## config.mk

```make
export PLATFORM = sky130hd
export DESIGN_NAME = div_hilo_unit_flat
export DESIGN_NICKNAME = d
export VERILOG_FILES = /design/src/rtl/div_hilo_if.sv /design/src/rtl/div_hilo_unit.sv /design/src/flat_wrapper.sv
export SDC_FILE = /design/constraint.sdc
export NUM_CORES = 1
export LEC_CHECK = 0
export BUFFER_PORTS_ARGS = -buffer_cell sky130_fd_sc_hd__buf_2
export CORE_MARGIN = 10
export CORE_UTILIZATION = 40
export CTS_CLUSTER_DIAMETER = 30
export CTS_CLUSTER_SIZE = 10
export DETAILED_ROUTE_END_ITERATION = 12
export PLACE_DENSITY = 0.68
export SLEW_MARGIN = 15
export SYNTH_ARGS = -nofsm -noshare
export SYNTH_HDL_FRONTEND = slang
export SYNTH_SLANG_ARGS = --single-unit
```

## constraint.sdc

```tcl
create_clock -name clk -period 5.2 [get_ports clk]
set_input_delay 0.78 -clock clk [delete_from_list [all_inputs] [get_ports clk]]
set_output_delay 0.78 -clock clk [all_outputs]
set_load 0.1 [all_outputs]
```

## src/rtl/div_hilo_if.sv

```systemverilog
// ============================================================================
// Module      : div_hilo_if
// Description : EX-stage handshake/result bundle between the pipeline and the
//               multi-cycle DIV/DIVU unit.
// Revision    : 1.0 - initial release
// ============================================================================
`timescale 1ns/1ps
`default_nettype none

interface div_hilo_if #(
   parameter int WIDTH = 32
);
   logic                 start_i;
   logic                 signed_i;
   logic                 cancel_i;
   logic [WIDTH-1:0]     a_i;
   logic [WIDTH-1:0]     b_i;
   logic                 stall_o;
   logic                 ready_o;
   logic [2*WIDTH-1:0]   hilo_o;

   modport master (
      output start_i, signed_i, cancel_i, a_i, b_i,
      input  stall_o, ready_o, hilo_o
   );

   modport slave (
      input  start_i, signed_i, cancel_i, a_i, b_i,
      output stall_o, ready_o, hilo_o
   );
endinterface

`default_nettype wire

```

## src/rtl/div_hilo_unit.sv

```systemverilog
// ============================================================================
// Module      : div_hilo_unit
// Description : Multi-cycle restoring divider for MIPS DIV/DIVU, producing
//               {HI=remainder, LO=quotient} and stalling EX while busy.
// Revision    : 1.0 - initial release
// ============================================================================
`timescale 1ns/1ps
`default_nettype none

module div_hilo_unit #(
   parameter int WIDTH = 32,
   parameter int CNT_W = 6
) (
   input  wire logic    clk,
   input  wire logic    resetn,
   div_hilo_if.slave    bus
);

   typedef enum logic [1:0] {
      S_IDLE = 2'd0,
      S_BUSY = 2'd1,
      S_DONE = 2'd2
   } state_t;

   localparam logic [CNT_W-1:0] c_LAST_STEP = CNT_W'(WIDTH - 1);

   state_t               r_state;
   state_t               w_state_nx;
   logic [CNT_W-1:0]     r_cnt;
   logic [WIDTH-1:0]     r_rem;
   logic [WIDTH-1:0]     r_quot;
   logic [WIDTH-1:0]     r_div;
   logic                 r_neg_q;
   logic                 r_neg_r;
   logic [2*WIDTH-1:0]   r_hilo;

   logic                 w_accept;
   logic                 w_b_zero;
   logic                 w_a_neg;
   logic                 w_b_neg;
   logic [WIDTH-1:0]     w_a_abs;
   logic [WIDTH-1:0]     w_b_abs;
   logic [WIDTH:0]       w_trial;
   logic                 w_borrow;
   logic [WIDTH-1:0]     w_rem_nx;
   logic [WIDTH-1:0]     w_quot_nx;
   logic [WIDTH-1:0]     w_q_fin;
   logic [WIDTH-1:0]     w_r_fin;

   // Operand conditioning: magnitudes only for signed divides.
   assign w_accept = bus.start_i && !bus.cancel_i;
   assign w_b_zero = (bus.b_i == '0);
   assign w_a_neg  = bus.signed_i && bus.a_i[WIDTH-1];
   assign w_b_neg  = bus.signed_i && bus.b_i[WIDTH-1];
   assign w_a_abs  = w_a_neg ? (~bus.a_i + 1'b1) : bus.a_i;
   assign w_b_abs  = w_b_neg ? (~bus.b_i + 1'b1) : bus.b_i;

   // One restoring step; the partial remainder stays below |b|, so the
   // (WIDTH+1)-bit difference sign bit is the borrow.
   assign w_trial   = {r_rem, r_quot[WIDTH-1]} - {1'b0, r_div};
   assign w_borrow  = w_trial[WIDTH];
   assign w_rem_nx  = w_borrow ? {r_rem[WIDTH-2:0], r_quot[WIDTH-1]} : w_trial[WIDTH-1:0];
   assign w_quot_nx = {r_quot[WIDTH-2:0], ~w_borrow};

   assign w_q_fin = r_neg_q ? (~w_quot_nx + 1'b1) : w_quot_nx;
   assign w_r_fin = r_neg_r ? (~w_rem_nx + 1'b1) : w_rem_nx;

   always_comb begin
      w_state_nx = r_state;
      case (r_state)
         S_IDLE: begin
            if (w_accept) begin
               w_state_nx = w_b_zero ? S_DONE : S_BUSY;
            end
         end
         S_BUSY: begin
            if (bus.cancel_i) begin
               w_state_nx = S_IDLE;
            end else if (r_cnt == c_LAST_STEP) begin
               w_state_nx = S_DONE;
            end
         end
         S_DONE:  w_state_nx = S_IDLE;
         default: w_state_nx = S_IDLE;
      endcase
   end

   always_ff @(posedge clk or negedge resetn) begin
      if (!resetn) begin
         r_state <= S_IDLE;
      end else begin
         r_state <= w_state_nx;
      end
   end

   always_ff @(posedge clk or negedge resetn) begin
      if (!resetn) begin
         r_cnt   <= '0;
         r_rem   <= '0;
         r_quot  <= '0;
         r_div   <= '0;
         r_neg_q <= 1'b0;
         r_neg_r <= 1'b0;
         r_hilo  <= '0;
      end else begin
         case (r_state)
            S_IDLE: begin
               if (w_accept) begin
                  if (w_b_zero) begin
                     r_hilo <= {bus.a_i, {WIDTH{1'b1}}};
                  end else begin
                     r_cnt   <= '0;
                     r_rem   <= '0;
                     r_quot  <= w_a_abs;
                     r_div   <= w_b_abs;
                     r_neg_q <= w_a_neg ^ w_b_neg;
                     r_neg_r <= w_a_neg;
                  end
               end
            end
            S_BUSY: begin
               if (!bus.cancel_i) begin
                  r_cnt  <= r_cnt + 1'b1;
                  r_rem  <= w_rem_nx;
                  r_quot <= w_quot_nx;
                  if (r_cnt == c_LAST_STEP) begin
                     r_hilo <= {w_r_fin, w_q_fin};
                  end
               end
            end
            default: begin
            end
         endcase
      end
   end

   assign bus.stall_o = ((r_state == S_IDLE) && bus.start_i) || (r_state == S_BUSY);
   assign bus.ready_o = (r_state == S_DONE) && !bus.cancel_i;
   assign bus.hilo_o  = r_hilo;

endmodule

`default_nettype wire

```

## src/flat_wrapper.sv

```systemverilog
// flat-port wrapper written by rule: the top's interface ports become plain ports
module div_hilo_unit_flat 
#(
   parameter int WIDTH = 32,
   parameter int CNT_W = 6
)
  (clk, resetn, bus_start_i, bus_signed_i, bus_cancel_i, bus_a_i, bus_b_i, bus_stall_o, bus_ready_o, bus_hilo_o);
  div_hilo_if #(.WIDTH(WIDTH)) bus_i ();
  input  wire logic clk;
  input  wire logic resetn;
  input wire logic [$bits(bus_i.start_i)-1:0] bus_start_i;
  input wire logic [$bits(bus_i.signed_i)-1:0] bus_signed_i;
  input wire logic [$bits(bus_i.cancel_i)-1:0] bus_cancel_i;
  input wire logic [$bits(bus_i.a_i)-1:0] bus_a_i;
  input wire logic [$bits(bus_i.b_i)-1:0] bus_b_i;
  output wire logic [$bits(bus_i.stall_o)-1:0] bus_stall_o;
  output wire logic [$bits(bus_i.ready_o)-1:0] bus_ready_o;
  output wire logic [$bits(bus_i.hilo_o)-1:0] bus_hilo_o;
  assign bus_i.start_i = bus_start_i;
  assign bus_i.signed_i = bus_signed_i;
  assign bus_i.cancel_i = bus_cancel_i;
  assign bus_i.a_i = bus_a_i;
  assign bus_i.b_i = bus_b_i;
  assign bus_stall_o = bus_i.stall_o;
  assign bus_ready_o = bus_i.ready_o;
  assign bus_hilo_o = bus_i.hilo_o;
  div_hilo_unit #(.WIDTH(WIDTH), .CNT_W(CNT_W)) u_core (.clk(clk), .resetn(resetn), .bus(bus_i));
endmodule
```

==> flow_metrics.py, run 1 <==
metrics = {
    "outcome": {
        "status": "finished, final reports clean",
    },
    "logic_synthesis": {
        "synth.top_cell.area_share_pct": 34.4,
        "synth_warnings": 0,
        "syn_inst": 1537,
        "yosysMostFrequentCell": "nand2_1",
        "synth_nets": 1644,
        "synth_common_cells": "188 x nand2_1, 171 x nor2_1, 170 x dfrtp_1, 157 x a21oi_1, 143 x o21ai_0",
        "synth.area.top_cells": "dfrtp_1 34%, a21oi_1 6.3%, o21ai_0 5.8%",
        "avgSynthCellArea_um2": 8.06,
        "synth_edf_count": 0,
        "synth_seq_cells": 170,
        "synth_area_leader_cell": "dfrtp_1",
        "async_flop_share_pct": 100,
        "synth_ff_type": "dfrtp_1",
        "synth_cell_type_count": 86,
        "synth_area_um2": 12400,
        "seq_area_frac_synth_pct": 34.4,
    },
    "die": {
        "design.core.area_um2": 30600,
        "die_x_um": 196,
        "boundaryPins": 135,
        "dieArea_um2": 38400,
        "initial_core_util_pct": 40.5,
        "die_y_um": 196,
        "row_count": 64,
    },
    "placement": {
        "io_buffer_count": 134,
        "gp_congestion": 0.895,
        "placed_cell_area_um2": 13400,
        "placedCellCount": 2007,
        "dpl.hpwl_um": 28300,
    },
    "detailed_routing": {
        "drt_first_pass_iters": 5,
        "drtAntennaViolNets": 0,
        "via_per_inst": 5.65,
        "num_vias": 11500,
        "drt-initial-drc-count": 782,
        "avgRoutedWirePerCell_um": 18.0,
        "drc": 0,
        "wirelength_um": 36800,
    },
    "clock_tree": {
        "cts_tree": "yes",
        "insertion_delay_ns": 0.45,
        "cts_sinks": 170,
        "cts_buffers": 17,
        "path_clk_slew_ns": 0.07,
        "ctsHoldBuffers": 0,
        "clk_path_buf_depth": 2,
        "htree_levels": 4,
        "cts-root-buf": "clkbuf_16",
    },
    "sta": {
        "skew_ns": 0.00949,
        "slew_viol_final": 0,
        "tns_ns": 0,
        "fmaxAchievable_mhz": 203,
        "setup_viol": 0,
        "tightest_slew_ns": 0.894,
        "max_slew_margin_pct": 40.4,
        "period_needed_ns": 4.94,
        "final_hold_viol_count": 0,
        "period_share_pct": 94.9,
    },
    "cells_and_area": {
        "syn2layout_area_growth_pct": 13.6,
        "final_core_util_pct": 46.0,
        "fin_nets": 1738,
        "fin_area_um2": 14100,
        "layout.cells.non_filler": 2043,
        "final_layout_size_suffix_gt1_share_pct": 14.9,
    },
    "global_route": {
        "grt_usage_pct": 18.8,
        "grt_pass1_vias": 10900,
        "grt_pass1_wl_um": 59400,
        "antenna_found_initial": 1,
        "overflow": 0,
        "grt_max_degree": 93,
    },
    "setup_path": {
        "r2r_end": "u_core.bus.hilo_o[58]$_DFFE_PN0P_",
        "critPathMaxFanout": 8,
        "r2r-start": "u_core.r_rem[18]$_DFFE_PN0P_",
        "critPathArrivalTime_ns": 5.27,
        "reg2reg_slack_ns": 0.26,
        "reg2reg_depth": 19,
        "worstPathRequired_ns": 5.53,
        "crit_type": "flip-flop to flip-flop",
        "cp-start-kind": "flip-flop",
        "end_kind": "flip-flop",
    },
    "pwr": {
        "p_leak_nw": 6.13,
        "p_per_area_nw_per_um2": 528,
        "worst_ir_drop_vdd_uv": 290,
    },
    "min_path": {
        "hold_class": "input port to async pin",
    },
    "run": {
        "drv_cap": 0,
    },
}
-- logic make-up (layout without fill, tap and decap cells) --
family	Yosys count	after routing	synth area share, %
multiplexers	26	26	2.13
AO/OA/AOI/OAI	493	493	25.0
XOR/XNOR	129	129	9.13
buffers and inverters	135	242	4.80
flip-flops	170	170	34.4
AND/OR/NAND/NOR	546	546	20.6
adder cells (fa/ha/maj)	38	38	3.90
other	0	3	0
-- registers in the layout (all words and copies together), names as in the netlist --
| signal | flops |
|---|---|
| u_core.bus.hilo_o | 64 |
| u_core.r_div | 32 |
| u_core.r_quot | 32 |
| u_core.r_rem | 32 |
| u_core.r_cnt | 6 |
| u_core.r_state | 2 |
| u_core.r_neg_q | 1 |
| u_core.r_neg_r | 1 |
-- stage by stage --
step / power, mW / setup slack (ns) / hold slack, ns
2_1_floorplan: 4.97 / 0.0221 / 0.450
3_3_place_gp: 5.96 / 0.237 / 0.463
3_5_place_dp: 6.02 / 0.147 / 0.470
4_1_cts: 7.35 / 0.103 / 0.454
5_1_grt: 7.96 / -0.0340 / 0.475
6_report: 7.43 / 0.263 / 0.394
-- layer usage --
metal	track usage (%)	wire length, um
met2	28.8	16400
met3	3.73	2230
met1	26.5	17600
met5	0	0
met4	4.64	604
-- worst max path at each step --
stage                                  start                           endpoint  slack [ns]  cells past startpoint
3_3_place_gp   u_core.r_quot[31]$_DFFE_PN0P_  u_core.bus.hilo_o[58]$_DFFE_PN0P_        0.24                     22
5_1_grt         u_core.r_rem[20]$_DFFE_PN0P_  u_core.bus.hilo_o[58]$_DFFE_PN0P_       -0.03                     20
6_report        u_core.r_rem[18]$_DFFE_PN0P_  u_core.bus.hilo_o[58]$_DFFE_PN0P_        0.26                     19
2_1_floorplan  u_core.r_quot[31]$_DFFE_PN0P_  u_core.bus.hilo_o[58]$_DFFE_PN0P_        0.02                     25
3_5_place_dp   u_core.r_quot[31]$_DFFE_PN0P_  u_core.bus.hilo_o[58]$_DFFE_PN0P_        0.15                     22
4_1_cts        u_core.r_quot[31]$_DFFE_PN0P_  u_core.bus.hilo_o[58]$_DFFE_PN0P_        0.10                     22
-- report_power, final --
group	leakage (nW)	internal (mW)	switching (mW)	total, mW
Sequential	2.12	1.55	0.268	1.81
Combinational	3.72	1.54	2.76	4.31
Clock	0.287	0.694	0.615	1.31
Total	6.13	3.78	3.64	7.43
-- critical path: stages (launching register included) --
cell	delay, ns
dfrtp_1	0.42
ha_1	0.42
a21oi_4	0.22
o21ai_2	0.10
a211o_1	0.31
a221o_1	0.41
o21a_1	0.27
nor2_4	0.12
inv_2	0.07
a21oi_1	0.24
ha_1	0.22
nand2_1	0.06
a211o_1	0.27
nor4_2	0.29
nand3_1	0.16
o2bb2a_1	0.31
nand4_1	0.20
o31ai_2	0.33
xor2_1	0.09
a221o_1	0.32
-- final cells by class --
type,instances,area [um2]
fill,3057,16500
multi-input combinational,1232,7610
sequential,170,4250
timing repair buffer,162,912
tap,396,495
clock buffer,18,439
inverter,48,180
clock inverter,14,161
antenna,3,7.51
-- cells in the final DEF (no fill, tap or decap), types with 18 or more instances in the layout --
cell	netlist	final
buf_4	8	26
xor2_1	68	68
a31oi_1	29	29
and3_1	18	18
xnor2_1	61	61
inv_1	46	46
o21ai_0	143	143
a21oi_1	157	156
ha_1	37	34
nand4_1	18	18
nor2_1	171	171
dfrtp_1	170	170
nor3_1	32	32
or3_1	23	22
o31ai_1	26	25
nand2_1	188	188
buf_2	20	133
mux2i_1	23	22
-- timing repair --
action,4_1_cts,5_1_grt
gates resized for setup,0,10
setup buffers,0,1
setup endpoints to repair,0,10
Note: power is estimated with default switching activity, not from simulation.
==> run 2: changes to the inputs <==
--- a/config.mk
+++ b/config.mk
@@ -6,12 +6,14 @@
 export NUM_CORES = 1
 export LEC_CHECK = 0
 export BUFFER_PORTS_ARGS = -buffer_cell sky130_fd_sc_hd__buf_2
+export CELL_PAD_IN_SITES_DETAIL_PLACEMENT = 0
+export CELL_PAD_IN_SITES_GLOBAL_PLACEMENT = 1
 export CORE_MARGIN = 10
 export CORE_UTILIZATION = 40
 export CTS_CLUSTER_DIAMETER = 30
 export CTS_CLUSTER_SIZE = 10
 export DETAILED_ROUTE_END_ITERATION = 12
-export PLACE_DENSITY = 0.68
+export PLACE_DENSITY = 0.85
 export SLEW_MARGIN = 15
 export SYNTH_ARGS = -nofsm -noshare
 export SYNTH_HDL_FRONTEND = slang
==> flow_metrics.py, run 2 (synthesized netlist as in run 1, its figures left out) <==
metrics = {
    "cells_and_area": {
        "syn2layout_area_growth_pct": 13.8,
        "fin_area_um2": 14100,
        "layout_common_cells": "188 x nand2_1, 170 x nor2_1, 170 x dfrtp_1, 156 x a21oi_1, 143 x o21ai_0",
        "final_core_util_pct": 46.0,
        "fin_nets": 1740,
        "largest_reg_flops": 64,
        "final_layout_size_suffix_gt1_share_pct": 14.9,
        "final_common_cell": "nand2_1",
    },
    "sta": {
        "max_slew_margin_pct": 32.7,
        "tightest_slew_ns": 1.00,
        "slew_viol_final": 0,
        "skew_ns": 0.0125,
        "period_share_pct": 93.6,
        "period_needed_ns": 4.87,
        "hold_ws_ns": 0.482,
        "tns_ns": 0,
        "fmaxAchievable_mhz": 205,
        "rsz0062_at_grt": "no",
        "final_hold_viol_count": 0,
        "setup_viol": 0,
    },
    "pwr": {
        "p_per_area_nw_per_um2": 528,
        "worst_ir_drop_vdd_uv": 362,
        "comb_power_share_pct": 57.1,
        "sequentialPowerShare_pct": 24.5,
        "p_int_mw": 3.82,
        "clkPwrFrac_pct": 18.4,
        "p_leak_nw": 6.16,
        "p_total_mw": 7.44,
        "power_switching_mw": 3.62,
        "switching_share_pct": 48.7,
    },
    "setup_path": {
        "reg2reg_depth": 19,
        "r2r-start": "u_core.r_rem[20]$_DFFE_PN0P_",
        "crit_buf_inv": 1,
        "critPathMaxFanout": 7,
        "cp_num_cells": 19,
        "r2r_end": "u_core.bus.hilo_o[58]$_DFFE_PN0P_",
        "worstPathRequired_ns": 5.52,
        "slowest_delay_ns": 0.46,
        "critPathCapture": "u_core.bus.hilo_o[58]$_DFFE_PN0P_",
        "end_kind": "flip-flop",
        "reg2reg_slack_ns": 0.33,
        "startpoint": "u_core.r_rem[20]$_DFFE_PN0P_",
        "crit_chain": "ha_1 > a21oi_1 > o21ai_1 > a211o_1 > a221o_1 > o21a_1 > nor2_4 > inv_2 > mux2i_1 > ha_1 > nand2_1 > a211o_1 > nor4_2 > nand3_1 > o2bb2a_1 > nand4_1 > o31ai_2 > xor2_1 > a221o_1",
        "crit_type": "flip-flop to flip-flop",
        "critPathSlowestCell": "dfrtp_1",
        "path_delay_family": "compound AO/OA/AOI/OAI gates",
        "cp-start-kind": "flip-flop",
        "critPathArrivalTime_ns": 5.18,
    },
    "die": {
        "design.core.area_um2": 30600,
        "boundaryPins": 135,
        "initial_core_util_pct": 40.5,
        "row_count": 64,
        "dieArea_um2": 38400,
        "die_y_um": 196,
        "die_x_um": 196,
    },
    "run": {
        "drv_cap": 0,
    },
    "placement": {
        "io_buffer_count": 134,
        "placed_cell_area_um2": 13400,
        "gp_congestion": 0.893,
        "dpl.hpwl_um": 27600,
    },
    "global_route": {
        "antenna_found_initial": 1,
        "grt_max_degree": 171,
        "grt_pass1_wl_um": 59200,
        "grt_pass1_vias": 11000,
        "overflow": 0,
        "grt_usage_pct": 18.5,
    },
    "detailed_routing": {
        "drt-initial-drc-count": 785,
        "drc": 0,
        "num_vias": 11400,
        "wirelength_um": 36200,
        "via_per_inst": 5.57,
        "drt_first_pass_iters": 7,
        "avgRoutedWirePerCell_um": 17.7,
        "drtAntennaViolNets": 0,
    },
    "min_path": {
        "hold_class": "flip-flop to flip-flop",
    },
    "clock_tree": {
        "cts_buffers": 17,
        "path_clk_slew_ns": 0.08,
        "clk_path_buf_depth": 2,
        "ctsHoldBuffers": 0,
        "cts-root-buf": "clkbuf_16",
        "cts_tree": "yes",
        "insertion_delay_ns": 0.44,
        "htree_levels": 4,
        "cts_sinks": 170,
    },
    "outcome": {
        "status": "finished, final reports clean",
    },
}
run 2: changes by cell type in the layout (fill, tap and decap cells not counted), sizes merged:
cell | before | now
inv | 53 | 55
clkbuf | 18 | 17
buf | 162 | 164
diode | 3 | 2
clkinvlp | 2 | 1
clkinv | 6 | 5
bufinv | 1 | 2
run 2: area by class of cell:
class                   instances  area, um2
fillers                      3071      16500
flip-flops and latches        170       4250
clock buffers                  17        425
inverters                      48        180
well taps                     396        495
repair buffers                164        927
diodes                          2       5.00
clock inverters                15        203
multi-input cells            1232       7590
run 2: how the worst min path moves through the flow:
stage                                      startpoint                                end  slack (ns)  cells past startpoint
finish                   u_core.r_div[23]$_DFFE_PN0P_       u_core.r_div[23]$_DFFE_PN0P_        0.48                      2
global route        u_core.bus.hilo_o[44]$_DFFE_PN0P_  u_core.bus.hilo_o[44]$_DFFE_PN0P_        0.51                      1
CTS                      u_core.r_div[25]$_DFFE_PN0P_       u_core.r_div[25]$_DFFE_PN0P_        0.49                      2
detailed placement       u_core.r_div[25]$_DFFE_PN0P_       u_core.r_div[25]$_DFFE_PN0P_        0.47                      2
global placement         u_core.r_div[23]$_DFFE_PN0P_       u_core.r_div[23]$_DFFE_PN0P_        0.46                      2
floorplan                u_core.r_div[17]$_DFFE_PN0P_       u_core.r_div[17]$_DFFE_PN0P_        0.45                      2
run 2: worst register-to-register path: cells and delay by family, from the launching register on:
| kind | cells | cell delay (ns) |
|---|---|---|
| fa+ha+maj | 2 | 0.61 |
| xor+xnor | 1 | 0.10 |
| simple gates | 5 | 0.82 |
| compound gates | 9 | 2.48 |
| flops | 1 | 0.46 |
| buf+inv | 1 | 0.07 |
| mux | 1 | 0.22 |
run 2: routing by layer:
layer	vias to the layer above	global-route usage, %	share of wire [%]
met1	5373	25.8	48
met4	2	4.89	1.6
met5	-	0	0.036
met2	293	28.9	45
li1	5688	-	-
met3	37	3.14	5.5
run 2: stage by stage:
step           setup slack (ns)  instances
6_report                  0.333       2044
5_1_grt                  0.0123       2042
4_1_cts                 0.00962       2040
3_5_place_dp             0.0331       2008
3_3_place_gp              0.187       2008
2_1_floorplan            0.0221       1537
run 2: power by group through the flow:
| stage | Sequential (mW) | Combinational [mW] | Clock (mW) |
|---|---|---|---|
| finish | 1.82 | 4.25 | 1.37 |
| global route | 1.85 | 4.69 | 1.45 |
| CTS | 1.81 | 4.18 | 1.39 |
| detailed placement | 1.84 | 4.16 | 0 |
| global placement | 1.82 | 4.14 | 0 |
| floorplan | 1.90 | 3.07 | 0 |
run 2: repair_timing:
item / in CTS / in global routing
gates resized for setup: 0 / 7
buffers inserted: 0 / 2
endpoints found under the setup margin: 0 / 9
==> run 3: changes to the inputs <==
--- a/config.mk
+++ b/config.mk
@@ -5,7 +5,6 @@
 export SDC_FILE = /design/constraint.sdc
 export NUM_CORES = 1
 export LEC_CHECK = 0
-export BUFFER_PORTS_ARGS = -buffer_cell sky130_fd_sc_hd__buf_2
 export CELL_PAD_IN_SITES_DETAIL_PLACEMENT = 0
 export CELL_PAD_IN_SITES_GLOBAL_PLACEMENT = 1
 export CORE_MARGIN = 10
@@ -13,7 +12,8 @@
 export CTS_CLUSTER_DIAMETER = 30
 export CTS_CLUSTER_SIZE = 10
 export DETAILED_ROUTE_END_ITERATION = 12
-export PLACE_DENSITY = 0.85
+export DONT_BUFFER_PORTS = 1
+export PLACE_DENSITY = 0.79
 export SLEW_MARGIN = 15
 export SYNTH_ARGS = -nofsm -noshare
 export SYNTH_HDL_FRONTEND = slang
==> flow_metrics.py, run 3 (synthesized netlist as in run 1, its figures left out) <==
metrics = {
    "die": {
        "design.core.area_um2": 30600,
        "die_y_um": 196,
        "dieArea_um2": 38400,
        "row_count": 64,
        "die_x_um": 196,
        "initial_core_util_pct": 40.5,
        "boundaryPins": 135,
    },
    "sta": {
        "period_needed_ns": 4.87,
        "skew_ns": 0.00760,
        "max_slew_margin_pct": 28.3,
        "slew_viol_final": 0,
        "fmaxAchievable_mhz": 205,
        "final_hold_viol_count": 0,
        "period_share_pct": 93.7,
        "setup_viol": 0,
        "layout_setup_ws_ns": 0.330,
        "tightest_slew_ns": 1.07,
    },
    "placement": {
        "pre_cts_ws_ns": 0.0511,
        "dpl.hpwl_um": 27700,
        "gp_congestion": 0.901,
        "placed_cell_area_um2": 12800,
        "placedCellCount": 1877,
        "io_buffer_count": 0,
    },
    "setup_path": {
        "worstPathRequired_ns": 5.51,
        "critPathCapture": "u_core.bus.hilo_o[62]$_DFFE_PN0P_",
        "startpoint": "u_core.r_rem[8]$_DFFE_PN0P_",
        "reg2reg_depth": 20,
        "cp-start-kind": "flip-flop",
        "critPathArrivalTime_ns": 5.18,
        "crit_type": "flip-flop to flip-flop",
        "end_kind": "flip-flop",
        "r2r_end": "u_core.bus.hilo_o[62]$_DFFE_PN0P_",
        "critPathMaxFanout": 9,
        "r2r-start": "u_core.r_rem[8]$_DFFE_PN0P_",
        "reg2reg_slack_ns": 0.33,
    },
    "pwr": {
        "sequentialPowerShare_pct": 27.1,
        "comb_power_share_pct": 56.5,
        "p_leak_nw": 5.56,
        "clkPwrFrac_pct": 16.4,
        "worst_ir_drop_vdd_uv": 432,
        "switching_share_pct": 49.1,
        "p_per_area_nw_per_um2": 547,
        "p_int_mw": 3.72,
        "power_switching_mw": 3.59,
        "p_total_mw": 7.31,
    },
    "cells_and_area": {
        "final_layout_size_suffix_gt1_share_pct": 7.53,
        "multi_input_area_um2": 7630,
        "largest_reg_flops": 64,
        "final_common_cell": "nand2_1",
        "fin_area_um2": 13400,
        "syn2layout_area_growth_pct": 8.01,
        "layout_common_cells": "188 x nand2_1, 170 x dfrtp_1, 169 x nor2_1, 156 x a21oi_1, 142 x o21ai_0",
        "layout.cells.non_filler": 1909,
        "fin_nets": 1608,
        "seqCellArea_um2": 4250,
        "n_antenna_cell": 0,
        "fillCellCount": 3137,
    },
    "global_route": {
        "overflow": 0,
        "grt_pass1_vias": 10200,
        "grt_pass1_wl_um": 58100,
        "antenna_found_initial": 0,
        "grt_max_degree": 171,
        "grt_usage_pct": 18.5,
    },
    "detailed_routing": {
        "drtAntennaViolNets": 0,
        "drt-initial-drc-count": 703,
        "num_vias": 10700,
        "avgRoutedWirePerCell_um": 18.9,
        "via_per_inst": 5.62,
        "wirelength_um": 36100,
        "drt_first_pass_iters": 5,
        "drc": 0,
    },
    "min_path": {
        "hold_class": "input port to async pin",
    },
    "run": {
        "drv_cap": 0,
    },
    "clock_tree": {
        "cts_tree": "yes",
        "htree_levels": 4,
        "clk_path_buf_depth": 2,
        "cts-root-buf": "clkbuf_16",
        "cts_sinks": 170,
        "cts_buffers": 17,
        "path_clk_slew_ns": 0.07,
        "insertion_delay_ns": 0.44,
    },
    "outcome": {
        "status": "finished, final reports clean",
    },
}
[run 3: cell count changes in the layout (fill, tap and decap cells not counted), sizes merged]
cell / delta
buf: -132
clkbuf: +2
clkinvlp: +5
clkinv: -3
bufinv: -2
diode: -2
inv: -3
[run 3: power by group through the flow]
stage          Sequential [mW]  Combinational (mW)  Clock [mW]
3_5_place_dp              1.99                3.98           0
2_1_floorplan             1.90                3.07           0
6_report                  1.98                4.13        1.20
5_1_grt                   2.01                4.56        1.28
4_1_cts                   1.97                4.00        1.22
3_3_place_gp              1.99                3.97           0
[run 3: cell type report]
class | instances | share of cell area, %
clock buffer | 19 | 3.31
timing repair buffer | 32 | 2.04
multi-input combinational | 1232 | 57.1
clock inverter | 12 | 0.702
sequential | 170 | 31.8
inverter | 48 | 1.35
tap | 396 | 3.71
[run 3: worst min path at each step]
stage,from,endpoint,slack [ns]
after floorplan,u_core.r_div[17]$_DFFE_PN0P_,u_core.r_div[17]$_DFFE_PN0P_,0.45
after global routing,resetn,u_core.bus.hilo_o[2]$_DFFE_PN0P_,0.01
after detailed placement,u_core.r_div[19]$_DFFE_PN0P_,u_core.r_div[19]$_DFFE_PN0P_,0.47
after global placement,u_core.r_div[23]$_DFFE_PN0P_,u_core.r_div[23]$_DFFE_PN0P_,0.46
after CTS,resetn,u_core.bus.hilo_o[2]$_DFFE_PN0P_,0.02
final,resetn,u_core.bus.hilo_o[34]$_DFFE_PN0P_,0.03
[run 3: through the flow]
step                hold WS, ns  TNS (ns)  util, %
CTS                      0.0182         0     43.5
detailed placement        0.474         0     41.7
global placement          0.464         0     41.7
global route             0.0135   -0.0224     43.7
finish                   0.0284         0     43.7
floorplan                 0.450         0        -
[run 3: timing repair]
| action | in CTS | in global routing |
|---|---|---|
| setup endpoints to repair | 0 | 11 |
| hold buffers | 0 | 0 |
| buffers inserted | 0 | 1 |
| gates resized for setup | 0 | 12 |
[run 3: routing by layer]
| layer | vias to the layer above | track usage (%) | part of all wire (%) |
|---|---|---|---|
| met2 | 243 | 28.7 | 44 |
| li1 | 5432 | - | - |
| met1 | 5027 | 25.4 | 48 |
| met5 | - | 0 | 0 |
| met4 | 0 | 5.18 | 2.1 |
| met3 | 32 | 3.82 | 5.3 |
[run 3: worst max-delay path, stage by stage, from the launching register on]
cell and delay [ns]:
dfrtp_1 0.44, ha_1 0.44, a21oi_1 0.15, o211a_1 0.22, o21a_1 0.22, a2111oi_4 0.50, o21a_1 0.26, nor2_4 0.06
inv_2 0.11, mux2i_2 0.25, ha_1 0.19, nand2_1 0.05, a211o_1 0.29, nor4_4 0.26, nand3_1 0.13, o2bb2a_1 0.30
nand4_1 0.18, buf_4 0.23, o41ai_4 0.22, xnor2_1 0.18, o21ai_1 0.08
